### src/rtl/reaction_pkg.sv
// rtl/reaction_pkg.sv - shared states, display-select codes and lamp indices for the reaction game
package reaction_pkg;

    typedef enum logic [2:0] {
        ST_IDLE,
        ST_ARM,
        ST_DELAY,
        ST_GO,
        ST_RESULT,
        ST_OVER
    } state_e;

    localparam logic [1:0] SEL_TIME  = 2'd0;
    localparam logic [1:0] SEL_SCORE = 2'd1;
    localparam logic [1:0] SEL_WIN   = 2'd2;
    localparam logic [1:0] SEL_BLANK = 2'd3;

    localparam int LED_P1    = 9;
    localparam int LED_P2    = 8;
    localparam int LED_TIE   = 7;
    localparam int LED_FALSE = 6;

    function automatic logic [3:0] sat_inc(input logic [3:0] v);
        return (v == 4'hF) ? v : v + 4'd1;
    endfunction

endpackage

### src/rtl/press_edge_detect.sv
// rtl/press_edge_detect.sv - 1-bit rising-edge detector with registered history
module press_edge_detect (
    input  logic clock,
    input  logic reset,
    input  logic sig_in,
    output logic edge_out
);

    logic prev_q;
    logic prev_d;

    always_comb begin
        prev_d = sig_in;
    end

    // History resets to "held" so a button pressed through reset must be released first.
    always_ff @(posedge clock) begin
        if (reset) begin
            prev_q <= 1'b1;
        end else begin
            prev_q <= prev_d;
        end
    end

    assign edge_out = sig_in & ~prev_q;

endmodule

### src/rtl/reaction_round_ctrl.sv
// rtl/reaction_round_ctrl.sv - reaction-game round sequencer; FALSE_START_DETECT_EN enables early-press penalties
module reaction_round_ctrl
    import reaction_pkg::*;
#(
    parameter int WIN_SCORE  = 5,
    parameter int TIMEOUT_MS = 2000
) (
    input  logic        clock,
    input  logic        reset,
    input  logic        resume,
    input  logic        p1,
    input  logic        p2,
    input  logic [19:0] counter,
    input  logic        rnd_ready,
    input  logic [13:0] rnd_num,
    output logic        counter_pause,
    output logic        counter_reset,
    output logic        rng_resume,
    output logic [1:0]  MUL_sel,
    output logic [19:0] output_num,
    output logic [9:0]  LEDs
);

    localparam logic [3:0]  WIN_Q     = 4'(WIN_SCORE);
    localparam logic [19:0] TIMEOUT_Q = 20'(TIMEOUT_MS);

    logic p1_e, p2_e, res_e, early_e;
    logic p1_pt, p2_pt;

    state_e      state_q, state_d;
    logic [3:0]  p1_score_q, p1_score_d;
    logic [3:0]  p2_score_q, p2_score_d;
    logic [13:0] delay_q, delay_d;
    logic [19:0] num_q, num_d;
    logic [9:0]  leds_q, leds_d;
    logic [1:0]  sel_q, sel_d;
    logic        pause_q, pause_d;
    logic        creset_q, creset_d;
    logic        rngr_q, rngr_d;

    press_edge_detect u_p1_edge  (.clock(clock), .reset(reset), .sig_in(p1),     .edge_out(p1_e));
    press_edge_detect u_p2_edge  (.clock(clock), .reset(reset), .sig_in(p2),     .edge_out(p2_e));
    press_edge_detect u_res_edge (.clock(clock), .reset(reset), .sig_in(resume), .edge_out(res_e));

`ifdef FALSE_START_DETECT_EN
    assign early_e = p1_e | p2_e;
`else
    assign early_e = 1'b0;
`endif

    always_comb begin
        state_d    = state_q;
        p1_score_d = p1_score_q;
        p2_score_d = p2_score_q;
        delay_d    = delay_q;
        num_d      = num_q;
        leds_d     = leds_q;
        sel_d      = sel_q;
        pause_d    = pause_q;
        creset_d   = 1'b0;
        rngr_d     = 1'b0;
        p1_pt      = 1'b0;
        p2_pt      = 1'b0;

        case (state_q)
            ST_IDLE: begin
                if (res_e) begin
                    state_d = ST_ARM;
                    rngr_d  = 1'b1;
                end
            end
            ST_ARM: begin
                if (rnd_ready) begin
                    delay_d  = rnd_num;
                    creset_d = 1'b1;
                    state_d  = ST_DELAY;
                end
            end
            ST_DELAY: begin
                // The counter still shows the old round while its clear pulse is in flight.
                if (early_e) begin
                    p1_pt             = p2_e & ~p1_e;
                    p2_pt             = p1_e & ~p2_e;
                    num_d             = 20'd0;
                    leds_d            = 10'd0;
                    leds_d[LED_P1]    = p2_e & ~p1_e;
                    leds_d[LED_P2]    = p1_e & ~p2_e;
                    leds_d[LED_TIE]   = p1_e & p2_e;
                    leds_d[LED_FALSE] = 1'b1;
                    state_d           = ST_RESULT;
                end else if (!creset_q && counter >= {6'd0, delay_q}) begin
                    creset_d = 1'b1;
                    state_d  = ST_GO;
                end
            end
            ST_GO: begin
                if (p1_e | p2_e) begin
                    p1_pt           = p1_e & ~p2_e;
                    p2_pt           = p2_e & ~p1_e;
                    num_d           = counter;
                    leds_d          = 10'd0;
                    leds_d[LED_P1]  = p1_e & ~p2_e;
                    leds_d[LED_P2]  = p2_e & ~p1_e;
                    leds_d[LED_TIE] = p1_e & p2_e;
                    state_d         = ST_RESULT;
                end else if (!creset_q && counter >= TIMEOUT_Q) begin
                    num_d           = TIMEOUT_Q;
                    leds_d          = 10'd0;
                    leds_d[LED_TIE] = 1'b1;
                    state_d         = ST_RESULT;
                end
            end
            ST_RESULT: begin
                if (res_e) begin
                    if (p1_score_q == WIN_Q || p2_score_q == WIN_Q) begin
                        state_d = ST_OVER;
                    end else begin
                        state_d = ST_ARM;
                        rngr_d  = 1'b1;
                    end
                end
            end
            ST_OVER: begin
                if (res_e) begin
                    p1_score_d = 4'd0;
                    p2_score_d = 4'd0;
                    state_d    = ST_IDLE;
                end
            end
            default: state_d = ST_IDLE;
        endcase

        if (p1_pt) p1_score_d = sat_inc(p1_score_q);
        if (p2_pt) p2_score_d = sat_inc(p2_score_q);

        // Display and lamps follow the state being entered so they register alongside it.
        case (state_d)
            ST_IDLE: begin
                sel_d   = SEL_SCORE;
                pause_d = 1'b1;
                leds_d  = 10'd0;
                num_d   = {12'd0, p1_score_d, p2_score_d};
            end
            ST_ARM: begin
                sel_d   = SEL_BLANK;
                pause_d = 1'b1;
                leds_d  = 10'd0;
            end
            ST_DELAY: begin
                sel_d   = SEL_BLANK;
                pause_d = 1'b0;
                leds_d  = 10'd0;
            end
            ST_GO: begin
                sel_d   = SEL_BLANK;
                pause_d = 1'b0;
                leds_d  = 10'h3FF;
            end
            ST_RESULT: begin
                sel_d   = SEL_TIME;
                pause_d = 1'b1;
            end
            ST_OVER: begin
                sel_d   = SEL_WIN;
                pause_d = 1'b1;
                leds_d  = 10'd0;
                num_d   = (p1_score_d == WIN_Q) ? 20'd1 : 20'd2;
            end
            default: begin
                sel_d   = SEL_SCORE;
                pause_d = 1'b1;
            end
        endcase
    end

    always_ff @(posedge clock) begin
        if (reset) begin
            state_q    <= ST_IDLE;
            p1_score_q <= 4'd0;
            p2_score_q <= 4'd0;
            delay_q    <= 14'd0;
            num_q      <= 20'd0;
            leds_q     <= 10'd0;
            sel_q      <= SEL_SCORE;
            pause_q    <= 1'b1;
            creset_q   <= 1'b1;
            rngr_q     <= 1'b0;
        end else begin
            state_q    <= state_d;
            p1_score_q <= p1_score_d;
            p2_score_q <= p2_score_d;
            delay_q    <= delay_d;
            num_q      <= num_d;
            leds_q     <= leds_d;
            sel_q      <= sel_d;
            pause_q    <= pause_d;
            creset_q   <= creset_d;
            rngr_q     <= rngr_d;
        end
    end

    assign counter_pause = pause_q;
    assign counter_reset = creset_q;
    assign rng_resume    = rngr_q;
    assign MUL_sel       = sel_q;
    assign output_num    = num_q;
    assign LEDs          = leds_q;

endmodule

### config.mk
export PLATFORM = sky130hd
export DESIGN_NAME = reaction_round_ctrl
export DESIGN_NICKNAME = d
export VERILOG_FILES = /design/src/rtl/reaction_pkg.sv /design/src/rtl/press_edge_detect.sv /design/src/rtl/reaction_round_ctrl.sv
export SDC_FILE = /design/constraint.sdc
export NUM_CORES = 1
export LEC_CHECK = 0
export ABC_AREA = 1
export CAP_MARGIN = 30
export CELL_PAD_IN_SITES_DETAIL_PLACEMENT = 1
export CELL_PAD_IN_SITES_GLOBAL_PLACEMENT = 1
export CORE_MARGIN = 2
export CORE_UTILIZATION = 38
export DETAILED_ROUTE_END_ITERATION = 12
export MAX_ROUTING_LAYER = met4
export PLACE_DENSITY = 0.88
export SLEW_MARGIN = 25
export SYNTH_ARGS = -nofsm -noshare
export SYNTH_HDL_FRONTEND = slang
export SYNTH_HIERARCHICAL = 1
export SYNTH_SLANG_ARGS = --single-unit
### constraint.sdc
create_clock -name clock -period 5.4 [get_ports clock]
set_clock_uncertainty 0.2 [all_clocks]
set_input_delay 0.81 -clock clock [delete_from_list [all_inputs] [get_ports clock]]
set_output_delay 0.81 -clock clock [all_outputs]
set_load 0.01 [all_outputs]
==> impl_metrics.csv <==
group,metric,value,unit
yosys,synthTopCellsByArea,"dfxtp_1, inv_1, ha_1",
placement,dp_hpwl,6910,µm
critical_path,cp-end-kind,"flop",
cts,worstSkewPairLatency,0.34,ns
yosys,synth_area_per_cell,7.05,µm²
cells_and_area,final_nets,564,
power,power.density,265,mW/mm²
cts,cts.repair.resized,0,
min_path,min_path_type,"reg2reg",
floorplan,start_util,39.4,%
status,status,"finished, final reports clean",
yosys,synth.most_common_cell,"inv_1",
yosys,ys_seq_elements,57,
timing,max-slew-margin-rel,51.0,%
power,peakVddDrop,0.115,mV
route,vias,3029,
cells_and_area,n_antenna_cell,0,
grt,antenna_found_initial,0,
yosys,ys.flop_type,"dfxtp_1",
yosys,syn_nets,493,
cts,clk_pin_slew,0.07,ns
timing,timing.final.hold_violations,0,
cts,cts_tree,"yes",
critical_path,startpoint,"reset",
run,cap_viol_max_count,0,
cts,cts_root_buffer,"clkbuf_8",
yosys,synth_edf_count,0,
floorplan,core,0.00773,mm²
placement,gp_congestion,0.855,
floorplan,rows,32,
route,drt-pass1-iter-count,4,
critical_path,path_class,"in2reg",
grt,grt_pass1_wl,15100,µm
route,drt_iter0_markers,107,
timing,rsz0062_at_grt,"no",
critical_path,regToRegSetupSlack,2.93,ns
cells_and_area,final_layout_size_suffix_gt1_share,7.48,%
critical_path,reg2reg_from,"p1_score_q[1]",
timing,fin_setup_tns,0,ns
grt,grt_overflow,0,
timing,worst-slew-pin-transition,0.731,ns
cells_and_area,syn_to_final_growth,34.0,%
yosys,ys_types,35,
cts,cts-hold-fix-buffers,0,
cts,cts.sink_count,57,
critical_path,cp_data_arrival_time,3.09,ns
yosys,synth_common_cells,"inv_1, nor2_1, nand2_1",
timing,slew_viol_final,0,
route,wl_per_cell,14.6,µm
floorplan,die_h,93.5,µm
timing,post-route-min-period,3.07,ns
yosys,yosysTopAreaCell,"dfxtp_1",
cts,postCtsSetupRepairBufs,0,
cts,numCtsBuffers,9,
critical_path,critPathMaxFanout,28,
critical_path,cp-start-kind,"input pin",
timing,setup_viol,0,
yosys,syn_inst,432,
cts,htree_levels,3,
cts,ctsLongestPathBuffers,2,
floorplan,dieArea,0.00874,mm²
route,wirelength,8900,µm
power,leakage,1.80,nW
route,antenna_left,0,
cells_and_area,finish.utilization,52.8,%
yosys,synth_area,0.00304,mm²
min_path,hold_path.startpoint,"delay_q[7]",
grt,grt_max_degree,29,
yosys,synth_warnings,6,
floorplan,die_w,93.5,µm
timing,post-route-period-util,56.9,%
yosys,synthArstFlopShare,0,%
grt,grt_pass1_vias,3303,
placement,portBuffers,74,
timing,maxClockFrequency,326,MHz
route,drc_errors,0,
yosys,seq_area_frac_synth,37.5,%
grt,grt_use_total,22.5,%
yosys,synth_top_area_share,37.5,%
critical_path,cp.required,5.42,ns
route,vias_per_cell,4.97,
floorplan,io_pins,75,
-- layout by cell type (no fill, tap or decap) --
master	synthesis	layout
clkdlybuf4s50_1	0	74
inv_1	73	73
nor2_1	69	69
nand2_1	60	60
dfxtp_1	57	57
o21ai_0	26	26
a21oi_1	23	23
nand3_1	23	23
ha_1	21	21
o21ai_1	10	10
clkbuf_8	0	10
a22oi_1	9	9
inv_2	7	7
nor2_2	6	6
nand4_1	5	5
o22ai_1	4	4
a31oi_1	3	3
nand2_4	3	3
o211ai_1	3	3
bufinv_16	0	3
clkinv_1	2	2
nor3_1	1	1
nand2_2	1	1
nor3_2	1	1
nand3_2	1	1
nor2_4	1	1
nand3_4	1	1
o21bai_1	1	1
xor2_1	1	1
mux2_2	1	1
a21boi_0	1	1
nor3b_1	1	1
or2_2	1	1
a2111oi_0	1	1
nor4_1	1	1
clkinvlp_4	0	1
clkinv_2	0	1
clkbuf_1	6	1
-- power breakdown --
part | total [mW] | switching (mW) | internal, mW | leakage [nW]
logic | 0.142 | 0.0755 | 0.0664 | 1.22
registers | 0.441 | 0.00727 | 0.434 | 0.462
clock network | 0.496 | 0.178 | 0.319 | 0.120
-- cells by family (layout without fill, tap and decap cells) --
logic type / Yosys count / after routing / share of synthesized area, %
simple gates: 175 / 175 / 25.7
fa+ha+maj: 21 / 21 / 8.63
xor+xnor: 1 / 1 / 0.288
flops: 57 / 57 / 37.5
mux: 1 / 1 / 0.370
compound gates: 81 / 81 / 14.9
buf+inv: 96 / 172 / 12.7
-- state kept, by name, summed over array words and instances (netlist names) --
signal             flops
output_num            20
delay_q               14
LEDs                   4
p1_score_q             4
p2_score_q             4
state_q                3
MUL_sel                2
counter_pause          1
counter_reset          1
rng_resume             1
u_p1_edge/prev_q       1
u_p2_edge/prev_q       1
u_res_edge/prev_q      1
-- layer usage --
| layer | routed length, µm | part of all wire (%) | global-route usage (%) | vias up |
|---|---|---|---|---|
| li1 | - | - | - | 1517 |
| met1 | 3730 | 42 | 24.8 | 1429 |
| met2 | 4650 | 52 | 39.9 | 66 |
| met3 | 356 | 4.0 | 5.08 | 17 |
| met4 | 165 | 1.9 | 8.09 | 0 |
| met5 | 0 | 0 | - | - |
-- stage by stage --
stage	instance area [µm²]	worst slack (ns)	power, mW	hold slack [ns]	instances
6_report	4080	2.33	1.08	0.268	610
5_1_grt	4080	2.13	1.13	0.295	610
4_1_cts	4080	2.32	1.09	0.268	610
3_5_place_dp	3830	1.94	0.592	0.257	594
3_3_place_gp	3830	2.09	0.584	0.249	594
2_1_floorplan	3040	2.92	0.521	0.233	432
-- worst paths after layout --
kind | end | cells past startpoint
max | output_num[8] | 4
min reg2reg | delay_q[7] | 2
max reg2reg | LEDs[7] | 12
min | delay_q[7] | 2
-- worst max-delay path, cell delays in order --
cell,delay [ns]
clkdlybuf4s50_1,0.87
clkinv_1,0.79
nand3_2,0.52
nor2_1,0.09
-- layout make-up --
type                            instances  area (µm²)
Fill cell                             992        3650
Timing Repair Buffer                   74         741
Multi-Input combinational cell        279        1520
Clock inverter                          5         103
Inverter                               82         308
Tap cell                              102         128
Sequential cell                        57        1140
Clock buffer                           11         141
Note: power is estimated with default switching activity, not from simulation.
